**config.mk**
```make
export PLATFORM = sky130hd
export DESIGN_NAME = sdram_cmd_dispatch_flat
export DESIGN_NICKNAME = d
export VERILOG_FILES = /design/src/rtl/sdram_cmd_dispatch_pkg.sv /design/src/rtl/sdram_cmd_dispatch_if.sv /design/src/rtl/sdram_cmd_dispatch_refresh_timer.sv /design/src/rtl/sdram_cmd_dispatch.sv /design/src/flat_wrapper.sv
export SDC_FILE = /design/constraint.sdc
export NUM_CORES = 1
export LEC_CHECK = 0
export CORE_MARGIN = 5
export CORE_UTILIZATION = 60
export DETAILED_ROUTE_END_ITERATION = 16
export DONT_BUFFER_PORTS = 1
export PLACE_DENSITY = 0.83
export SLEW_MARGIN = 20
export SYNTH_ARGS = -nofsm -noshare
export SYNTH_HDL_FRONTEND = slang
export SYNTH_SLANG_ARGS = --single-unit
export TNS_END_PERCENT = 100
```
**constraint.sdc**
```tcl
create_clock -name clk -period 1.99 [get_ports clk]
set_input_delay 0.398 -clock clk [delete_from_list [all_inputs] [get_ports clk]]
set_output_delay 0.398 -clock clk [all_outputs]
set_load 0.02 [all_outputs]
```
**src/rtl/sdram_cmd_dispatch_pkg.sv**
```systemverilog
// Shared types for the SDRAM command dispatcher: bus command encodings,
// dispatcher state encoding and address field widths.
package sdram_pkg;

  typedef logic [3:0] sdram_cmd_t;

  // {cs_n, ras_n, cas_n, we_n}
  localparam sdram_cmd_t CMD_NOP          = 4'b0111;
  localparam sdram_cmd_t CMD_ACTIVE       = 4'b0011;
  localparam sdram_cmd_t CMD_READ         = 4'b0101;
  localparam sdram_cmd_t CMD_WRITE        = 4'b0100;
  localparam sdram_cmd_t CMD_AUTO_REFRESH = 4'b0001;

  localparam int unsigned BA_W  = 2;
  localparam int unsigned ROW_W = 12;
  localparam int unsigned COL_W = 8;

  typedef enum logic [3:0] {
    S_IDLE,
    S_ACTIVATE,
    S_TRCD_WAIT,
    S_WR_SEQ,
    S_RD_SEQ,
    S_RELEASE,
    S_TRP_WAIT,
    S_REFRESH,
    S_TRFC_WAIT
  } disp_state_t;

  function automatic int unsigned max3(int unsigned a, int unsigned b, int unsigned c);
    int unsigned m;
    m = (a > b) ? a : b;
    return (m > c) ? m : c;
  endfunction

endpackage

```
**src/rtl/sdram_cmd_dispatch_if.sv**
```systemverilog
// Host request, sequencer handshake and SDRAM command bus of the dispatcher.
// master = dispatcher side, slave = host / sequencers / pins side.
interface sdram_cmd_dispatch_if;
  import sdram_pkg::*;

  logic                   init_done;
  logic                   req_valid;
  logic                   req_write;
  logic [21:0]            req_addr;
  logic                   req_ready;
  logic                   busy;
  logic                   wr_start;
  logic                   wr_done;
  logic                   wr_chip;
  logic                   rd_start;
  logic                   rd_done;
  logic                   rd_chip;
  sdram_cmd_t             sdram_cmd;
  logic [ROW_W-1:0]       sdram_addr;
  logic [BA_W-1:0]        sdram_ba;

  modport master (
    input  init_done, req_valid, req_write, req_addr, wr_done, wr_chip, rd_done, rd_chip,
    output req_ready, busy, wr_start, rd_start, sdram_cmd, sdram_addr, sdram_ba
  );

  modport slave (
    output init_done, req_valid, req_write, req_addr, wr_done, wr_chip, rd_done, rd_chip,
    input  req_ready, busy, wr_start, rd_start, sdram_cmd, sdram_addr, sdram_ba
  );

endinterface

```
**src/rtl/sdram_cmd_dispatch_refresh_timer.sv**
```systemverilog
// Periodic refresh request: raises refresh_pending every REF_INTERVAL enabled cycles.
// Expiry wins over a same-cycle ack so a refresh period is never lost.
module sdram_refresh_timer #(
  parameter int unsigned REF_INTERVAL = 780
) (
  input  logic clk,
  input  logic n_rst,
  input  logic enable,
  input  logic ack,
  output logic refresh_pending
);

  localparam int unsigned CNT_W = $clog2(REF_INTERVAL);
  localparam logic [CNT_W-1:0] RELOAD = CNT_W'(REF_INTERVAL - 1);

  logic [CNT_W-1:0] cnt_q;
  logic             pending_q;
  logic             expire;

  assign expire          = enable && (cnt_q == '0);
  assign refresh_pending = pending_q;

  always_ff @(posedge clk or negedge n_rst) begin
    if (!n_rst) begin
      cnt_q     <= RELOAD;
      pending_q <= 1'b0;
    end else begin
      if (!enable || expire) cnt_q <= RELOAD;
      else                   cnt_q <= cnt_q - CNT_W'(1);
      pending_q <= expire || (pending_q && !ack);
    end
  end

endmodule

```
**src/rtl/sdram_cmd_dispatch.sv**
```systemverilog
// SDRAM front-end dispatcher: opens the row, hands the column phase to the rd/wr sequencers, refreshes.
// Accept-to-ACTIVE is 1 cycle; req_ready drops whenever busy, not initialised or a refresh is due.
module sdram_cmd_dispatch
  import sdram_pkg::*;
#(
  parameter int unsigned T_RCD        = 2,
  parameter int unsigned T_RP         = 2,
  parameter int unsigned T_RFC        = 7,
  parameter int unsigned REF_INTERVAL = 780
) (
  input  logic clk,
  input  logic n_rst,
  sdram_cmd_dispatch_if.master io
);

  localparam int unsigned CW = $clog2(max3(T_RCD, T_RP, T_RFC) + 1);
  // TRCD_WAIT covers T_RCD-1 cycles; ACTIVATE itself supplies the first one.
  localparam logic [CW-1:0] RCD_LOAD = CW'((T_RCD > 1) ? (T_RCD - 2) : 0);
  localparam logic [CW-1:0] RP_LOAD  = CW'(T_RP - 1);
  localparam logic [CW-1:0] RFC_LOAD = CW'(T_RFC - 1);

  disp_state_t       state_q;
  sdram_cmd_t        cmd_q;
  logic [ROW_W-1:0]  addr_q;
  logic [BA_W-1:0]   ba_q;
  logic [BA_W-1:0]   bank_q;
  logic [COL_W-1:0]  col_q;
  logic              write_q;
  logic              wr_start_q;
  logic              rd_start_q;
  logic              busy_q;
  logic [CW-1:0]     wait_q;
  logic              ref_pending;
  logic              ref_ack;
  logic              req_ready;

  assign req_ready = (state_q == S_IDLE) && io.init_done && !ref_pending;
  assign ref_ack   = (state_q == S_REFRESH);

  sdram_refresh_timer #(.REF_INTERVAL(REF_INTERVAL)) u_refresh_timer (
    .clk             (clk),
    .n_rst           (n_rst),
    .enable          (io.init_done),
    .ack             (ref_ack),
    .refresh_pending (ref_pending)
  );

  always_ff @(posedge clk or negedge n_rst) begin
    if (!n_rst) begin
      state_q    <= S_IDLE;
      cmd_q      <= CMD_NOP;
      addr_q     <= '0;
      ba_q       <= '0;
      bank_q     <= '0;
      col_q      <= '0;
      write_q    <= 1'b0;
      wr_start_q <= 1'b0;
      rd_start_q <= 1'b0;
      busy_q     <= 1'b0;
      wait_q     <= '0;
    end else begin
      cmd_q  <= CMD_NOP;
      addr_q <= '0;
      ba_q   <= '0;
      case (state_q)
        S_IDLE: begin
          if (ref_pending && io.init_done) begin
            state_q <= S_REFRESH;
            cmd_q   <= CMD_AUTO_REFRESH;
            busy_q  <= 1'b1;
          end else if (io.req_valid && req_ready) begin
            state_q <= S_ACTIVATE;
            cmd_q   <= CMD_ACTIVE;
            addr_q  <= io.req_addr[19:8];
            ba_q    <= io.req_addr[21:20];
            bank_q  <= io.req_addr[21:20];
            col_q   <= io.req_addr[7:0];
            write_q <= io.req_write;
            busy_q  <= 1'b1;
          end
        end
        S_ACTIVATE: begin
          if (T_RCD > 1) begin
            state_q <= S_TRCD_WAIT;
            wait_q  <= RCD_LOAD;
          end else begin
            state_q    <= write_q ? S_WR_SEQ : S_RD_SEQ;
            wr_start_q <= write_q;
            rd_start_q <= !write_q;
          end
        end
        S_TRCD_WAIT: begin
          if (wait_q == '0) begin
            state_q    <= write_q ? S_WR_SEQ : S_RD_SEQ;
            wr_start_q <= write_q;
            rd_start_q <= !write_q;
          end else begin
            wait_q <= wait_q - CW'(1);
          end
        end
        S_WR_SEQ: begin
          if (io.wr_chip) begin
            cmd_q  <= CMD_WRITE;
            addr_q <= {1'b0, 1'b1, 2'b00, col_q};
            ba_q   <= bank_q;
          end
          if (io.wr_done) begin
            state_q    <= S_RELEASE;
            wr_start_q <= 1'b0;
          end
        end
        S_RD_SEQ: begin
          if (io.rd_chip) begin
            cmd_q  <= CMD_READ;
            addr_q <= {1'b0, 1'b1, 2'b00, col_q};
            ba_q   <= bank_q;
          end
          if (io.rd_done) begin
            state_q    <= S_RELEASE;
            rd_start_q <= 1'b0;
          end
        end
        S_RELEASE: begin
          // Sequencer must drop done before the next access can start it again.
          if (!(write_q ? io.wr_done : io.rd_done)) begin
            state_q <= S_TRP_WAIT;
            wait_q  <= RP_LOAD;
          end
        end
        S_TRP_WAIT, S_TRFC_WAIT: begin
          if (wait_q == '0) begin
            state_q <= S_IDLE;
            busy_q  <= 1'b0;
          end else begin
            wait_q <= wait_q - CW'(1);
          end
        end
        S_REFRESH: begin
          state_q <= S_TRFC_WAIT;
          wait_q  <= RFC_LOAD;
        end
        default: begin
          state_q    <= S_IDLE;
          wr_start_q <= 1'b0;
          rd_start_q <= 1'b0;
          busy_q     <= 1'b0;
        end
      endcase
    end
  end

  assign io.req_ready  = req_ready;
  assign io.busy       = busy_q;
  assign io.wr_start   = wr_start_q;
  assign io.rd_start   = rd_start_q;
  assign io.sdram_cmd  = cmd_q;
  assign io.sdram_addr = addr_q;
  assign io.sdram_ba   = ba_q;

endmodule
```
**src/flat_wrapper.sv**
```systemverilog
// flat-port wrapper written by rule: the top's interface ports become plain ports
module sdram_cmd_dispatch_flat import sdram_pkg::*;
#(
  parameter int unsigned T_RCD        = 2,
  parameter int unsigned T_RP         = 2,
  parameter int unsigned T_RFC        = 7,
  parameter int unsigned REF_INTERVAL = 780
)
  (clk, n_rst, io_init_done, io_req_valid, io_req_write, io_req_addr, io_wr_done, io_wr_chip, io_rd_done, io_rd_chip, io_req_ready, io_busy, io_wr_start, io_rd_start, io_sdram_cmd, io_sdram_addr, io_sdram_ba);
  sdram_cmd_dispatch_if io_i ();
  input  logic clk;
  input  logic n_rst;
  input wire logic [$bits(io_i.init_done)-1:0] io_init_done;
  input wire logic [$bits(io_i.req_valid)-1:0] io_req_valid;
  input wire logic [$bits(io_i.req_write)-1:0] io_req_write;
  input wire logic [$bits(io_i.req_addr)-1:0] io_req_addr;
  input wire logic [$bits(io_i.wr_done)-1:0] io_wr_done;
  input wire logic [$bits(io_i.wr_chip)-1:0] io_wr_chip;
  input wire logic [$bits(io_i.rd_done)-1:0] io_rd_done;
  input wire logic [$bits(io_i.rd_chip)-1:0] io_rd_chip;
  output wire logic [$bits(io_i.req_ready)-1:0] io_req_ready;
  output wire logic [$bits(io_i.busy)-1:0] io_busy;
  output wire logic [$bits(io_i.wr_start)-1:0] io_wr_start;
  output wire logic [$bits(io_i.rd_start)-1:0] io_rd_start;
  output wire logic [$bits(io_i.sdram_cmd)-1:0] io_sdram_cmd;
  output wire logic [$bits(io_i.sdram_addr)-1:0] io_sdram_addr;
  output wire logic [$bits(io_i.sdram_ba)-1:0] io_sdram_ba;
  assign io_i.init_done = io_init_done;
  assign io_i.req_valid = io_req_valid;
  assign io_i.req_write = io_req_write;
  assign io_i.req_addr = io_req_addr;
  assign io_i.wr_done = io_wr_done;
  assign io_i.wr_chip = io_wr_chip;
  assign io_i.rd_done = io_rd_done;
  assign io_i.rd_chip = io_rd_chip;
  assign io_req_ready = io_i.req_ready;
  assign io_busy = io_i.busy;
  assign io_wr_start = io_i.wr_start;
  assign io_rd_start = io_i.rd_start;
  assign io_sdram_cmd = io_i.sdram_cmd;
  assign io_sdram_addr = io_i.sdram_addr;
  assign io_sdram_ba = io_i.sdram_ba;
  sdram_cmd_dispatch #(.T_RCD(T_RCD), .T_RP(T_RP), .T_RFC(T_RFC), .REF_INTERVAL(REF_INTERVAL)) u_core (.clk(clk), .n_rst(n_rst), .io(io_i));
endmodule
```
**After elaboration in Yosys (flattened, before gate mapping)**

Index checks and enable logic that the tools add are counted.

- Register bits after elaboration: 50
- Input bits: 31
- Output and inout port bits: 22
- Logic and storage cells: 100

- $add $sub $neg: 2
- Equality and inequality tests: 15
- Muxes and demuxes: 39
- Bitwise logic cells: 4
- Reductions and logical operators: 27

Operators by type and width:

| operator | count |
|---|---|
| case mux 12 bit (3 select lines) | 1 |
| two-way mux 4 bit | 8 |
| case mux 4 bit (8 select lines) | 1 |
| two-way mux 12 bit | 2 |
| two-way mux 11 bit | 2 |
| equality test 4 x 3 -> 1 bit (second input constant) | 4 |
| AND reduction 3 bit | 5 |
| OR reduction 7 bit | 2 |
| two-way mux 2 bit | 6 |
| two-way mux 3 bit | 4 |
| case mux 3 bit (4 select lines) | 1 |
| case mux 4 bit (3 select lines) | 1 |
| zero test 10 bit | 1 |
| two-way mux 10 bit | 1 |
| subtractor 10 x 1 -> 10 bit (second input constant) | 1 |
| case mux 1 bit (3 select lines) | 3 |
| equality test 4 x 2 -> 1 bit (second input constant) | 2 |
| two-way mux 1 bit | 8 |
| inequality test 2 bit (second input constant) | 4 |
| logical AND 1 bit | 6 |
| case mux 2 bit (3 select lines) | 1 |
| AND reduction 6 bit | 1 |
| OR reduction 6 bit | 1 |
| equality test 4 x 1 -> 1 bit (second input constant) | 1 |
| 12 further kinds | 20 |

**Logic depth before layout (Yosys ltp)**

- Word-level depth: 7
- Mapped depth: 7
- Gate-level depth less buffers: 6

**Modules after synthesis**

A second synthesis with hierarchy kept.

- Cells, all modules: 238
- Area total of the unflattened synthesis: 2517.4 µm²

Modules (own cells, without submodules):

| module | times used | cells each | area an instance (µm²) | sequential area each (µm²) |
|---|---|---|---|---|
| sdram_cmd_dispatch | 1 | 180 | 1953.1 | 954.7 |
| sdram_refresh_timer | 1 | 58 | 564.3 | 281.5 |

**Worst setup path before layout**

OpenSTA, ideal clock, no wires.

- Kind: register to register
- Start: reg u_core.state_q[1]
- End: reg u_core.bank_q[0]
- Library setup time: 0.125 ns
- Arrival: 1.855 ns
- Data required time: 1.865 ns
- Setup slack: 0.010 ns
- Cell stages (with the launch flop): 8
- Buffers on the path: 3
- Period minus slack after synthesis: 1.980 ns
- Cell sequence: dfrtp_1 buf_6 or2_4 nor4b_4 and2_1 buf_4 buf_12 mux2_4

- Cells in the longest elaborated chain, start to end: 5

Ends and longest elaborated chain:

| element | line | RTL |
|---|---|---|
| start: declaration | sdram_cmd_dispatch.sv:22 | `disp_state_t state_q;` |
| start signal: assignment | sdram_cmd_dispatch.sv:87 | `state_q <= write_q ? S_WR_SEQ : S_RD_SEQ;` |
| start signal: assignment | sdram_cmd_dispatch.sv:94 | `state_q <= write_q ? S_WR_SEQ : S_RD_SEQ;` |
| zero test 4 bit | sdram_cmd_dispatch.sv:37 | `assign req_ready = (state_q == S_IDLE) && io.init_done && !ref_pending;` |
| logical AND 1 bit (2 in a row) | sdram_cmd_dispatch.sv:37 |  |
| via io_req_ready | flat_wrapper.sv:21 | `output wire logic [$bits(io_i.req_ready)-1:0] io_req_ready;` |
| logical AND 1 bit | sdram_cmd_dispatch.sv:71 | `end else if (io.req_valid && req_ready) begin` |
| AND reduction 3 bit (no source line) | -- |  |
| end signal: assignment | sdram_cmd_dispatch.sv:76 | `bank_q <= io.req_addr[21:20];` |
| end: declaration | sdram_cmd_dispatch.sv:26 | `logic [BA_W-1:0] bank_q;` |

The timed path passes the listed nets, and every way through them passes these cells.
A chain may end at the register's enable or synchronous reset.

**Worst setup path after layout**

- Start: reg u_core.state_q[0]
- End: out io_req_ready

- Cells in the longest elaborated chain, start to end: 3

Ends and longest elaborated chain:

| element | line |
|---|---|
| zero test 4 bit | sdram_cmd_dispatch.sv:37 |
| logical AND 1 bit (2 in a row) | sdram_cmd_dispatch.sv:37 |
| end: declaration | flat_wrapper.sv:21 |

Every way passes these cells.

==> out/metrics.csv <==
stage,metric,value,unit
status,status,"complete, no violations",
cts,Max H-tree Level,2,
cells_and_area,FF/Latch Area,0.00124,mm2
timing,Final Hold Fails,0,
synthesis,gate count after technology mapping,229,
cts,cts bufs inserted,5,
cts,Root Buffer,clkbuf_8,
synthesis,number of flops mapped to enable cells by yosys,0,
route,Final ANT Viol Nets,0,
cells_and_area,Multi-input gate area,0.00112,mm2
die,Total Die Area,0.00553,mm2
grt,largest net degree at the start of global routing,50,
synthesis,Mean Syn Cell Area,10.9,um2
cts,clock latency on the worst-skew pair,0.31,ns
die,standard-cell rows,23,
grt,GRT Util Overall,20.4,%
synthesis,Synth top area share,41.3,%
synthesis,sequential cell area fraction in the yosys report,49.7,%
grt,initial antenna violation count,0,
cells_and_area,final net count,271,
synthesis,dominant cell type by area after synthesis,dfrtp_1,
synthesis,"count leader, synth",dfrtp_1,
synthesis,Synth Cell Area,0.00248,mm2
die,io pins,53,
die,Die X,74.4,um
worst_setup_path,Crit path max-delay family,simple AND/OR/NAND/NOR gates,
worst_setup_path,worst stage delay on the critical path,0.40,ns
worst_setup_path,Startpoint Class,flip-flop,
power,worst vdd ir,847,uV
job,max-cap violations,0,
timing,RSZ-0062 raised after global routing,no,
timing,setup ws final,0.163,ns
timing,final setup vio count,0,
timing,worst-margin pin slew,0.542,ns
worst_setup_path,CP Cell Sequence,or2_4 -> nor4b_4 -> buf_4,
synthesis,ranking of synthesized cells by area,"dfrtp_1 (41%), dfstp_2 (8.5%), mux2_4 (5.4%)",
placement,Placer Congestion,0.894,
synthesis,Post-synth top cells,"dfrtp_1 (41), nor2_1 (15), a21oi_1 (13), nand2_1 (13), nand2b_1 (11)",
worst_setup_path,classification of the worst setup path,reg -> out,
grt,number of global-route vias before repair,1714,
timing,final period demand of the worst path,1.83,ns
route,drt first pass iters,5,
grt,first-pass GRT wire length,8.30,mm
worst_setup_path,Reg2Reg Depth,5,
power,leak pwr,0.00123,uW
cts,CTS resizes,0,
worst_setup_path,"Data required, critical path",1.59,ns
placement,Final HPWL DP,3.76,mm
route,via count,1843,
timing,Slew Limit Fails,0,
synthesis,yosys warns,0,
timing,worst rel slew slack,63.6,%
worst_setup_path,crit path max fanout,4,
route,DR vias/cell,6.42,
worst_setup_path,CP Capture Type,output port,
cts,clock slew at reported path FFs,0.09,ns
die,core area,0.00400,mm2
power,Pwr Density,1430,mW/mm2
timing,Peak Freq,547,MHz
route,initial drt markers,140,
synthesis,Async SR Flop Fraction,100,%
cts,CTS sink count,49,
worst_setup_path,Crit-path slowest cell,dfrtp_1,
route,drt drc,0,
timing,Setup TNS,0,ns
timing,hold slack,0.220,ns
worst_setup_path,buffers and inverters on the worst path,1,
cells_and_area,ANT cells,0,
synthesis,synth unique cells,57,
placement,Placed Area,0.00256,mm2
die,Die Y,74.4,um
timing,clk_skew,0.00493,ns
grt,total gr overflow,0,
timing,final worst path period share,91.8,%
synthesis,Syn Nets,264,
cts,Bufs on Longest Clock Path,2,
cells_and_area,layout cells sized above 1,19.4,%
cells_and_area,# fillers,292,
hold_path,hold path depth,1,
hold_path,Min-Delay Path Class,in -> reg,
worst_setup_path,WP depth,3,
cts,CTS tree,done,
worst_setup_path,crit path DAT,1.43,ns
route,mean routed wirelength per cell,19.0,um
placement,pre-CTS WS,0.253,ns
synthesis,Seq cells post-synth,49,
route,Routed WL,5.46,mm
cells_and_area,final cell area excluding filler cells,0.00271,mm2
synthesis,ys flop type,dfrtp_1,
die,initial cell density of the core,62.1,%
cells_and_area,P&R area growth vs syn,8.91,%
placement,IO buf count,0,
==> worst paths after layout <==
path	start	end	slack, ns
min in group asynchronous	n_rst	u_core.wait_q[2]	0.58
max in group asynchronous	n_rst	u_core.io.sdram_cmd[2]	1.13
hold reg to reg	u_core.u_refresh_timer.cnt_q[0]	u_core.u_refresh_timer.cnt_q[0]	0.46
hold / removal	io_req_addr[21]	u_core.io.sdram_ba[1]	0.22
setup reg to reg	u_core.state_q[0]	u_core.col_q[7]	0.22
setup / recovery	u_core.state_q[0]	io_req_ready	0.16
==> flip-flops by register name, indices dropped and copies added, names as in the netlist <==
register	flops
u_core.bank_q	2
u_core.col_q	8
u_core.io.busy	1
u_core.io.rd_start	1
u_core.io.sdram_addr	12
u_core.io.sdram_ba	2
u_core.io.sdram_cmd	3
u_core.io.wr_start	1
u_core.state_q	4
u_core.u_refresh_timer.cnt_q	10
u_core.u_refresh_timer.refresh_pending	1
u_core.wait_q	3
u_core.write_q	1
==> metal layers <==
layer	vias up	track usage, %	part of all wire (%)
met5	-	0	0
met2	76	33.0	51
met1	918	25.2	39
met3	11	7.03	7.7
li1	838	-	-
met4	0	8.10	2.0
==> report_power, final <==
part / internal (uW) / total, uW / switching, uW / leakage [uW]
sequential: 1300 / 1630 / 326 / 0.000617
combinational: 727 / 1510 / 785 / 0.000552
clock: 377 / 733 / 356 / 0.0000585
==> logic make-up (layout without fill, tap and decap cells) <==
logic type | Yosys count | after routing | share of synthesized area [%]
mux | 12 | 12 | 6.80
simple gates | 75 | 75 | 17.4
compound gates | 59 | 59 | 16.8
flops | 49 | 49 | 49.7
xor+xnor | 6 | 6 | 2.12
other cells | 1 | 1 | 0.151
buf+inv | 23 | 31 | 4.98
fa+ha+maj | 4 | 4 | 2.01
==> what timing repair did <==
action | CTS | global route
buffers inserted | 0 | 0
hold buffers | 2 | 0
endpoints found under the hold margin | 49 | 0
==> layout by cell type (no fill, tap or decap), types with 2 or more instances in the layout <==
cell | Yosys | layout
a21o_1 | 8 | 8
a21oi_1 | 13 | 13
dfrtp_1 | 41 | 41
mux2_4 | 9 | 9
and2_1 | 2 | 2
clkbuf_8 | 0 | 5
nor4_1 | 2 | 2
mux2_2 | 3 | 3
o21ai_0 | 8 | 8
nand2b_1 | 11 | 11
nand2_1 | 13 | 13
a22o_1 | 10 | 10
o2111ai_1 | 2 | 2
and3_1 | 4 | 4
o221ai_1 | 3 | 3
ha_1 | 4 | 4
nor2_1 | 15 | 15
nand4_1 | 4 | 4
inv_1 | 10 | 10
nand3_1 | 7 | 7
xor2_1 | 3 | 3
xnor2_1 | 3 | 3
nor2b_1 | 3 | 3
dfstp_2 | 8 | 8
a211oi_1 | 3 | 3
o22ai_1 | 2 | 2
buf_4 | 3 | 10
==> per-stage QoR <==
| stage | util [%] | power (uW) | instances |
|---|---|---|---|
| 2_1_floorplan | - | 2760 | 229 |
| 3_3_place_gp | 63.9 | 3050 | 277 |
| 3_5_place_dp | 63.9 | 3100 | 277 |
| 4_1_cts | 67.7 | 3860 | 287 |
| 5_1_grt | 67.7 | 4080 | 287 |
| 6_report | 67.7 | 3880 | 287 |
==> area by class of cell <==
cell class | instances | area share, %
flip-flops and latches | 49 | 45.7
multi-input cells | 157 | 41.6
repair buffers | 13 | 4.90
clock buffers | 5 | 2.54
well taps | 50 | 2.31
clock inverters | 3 | 1.62
inverters | 10 | 1.39
No activity file was read; power rests on OpenSTA's default activity.
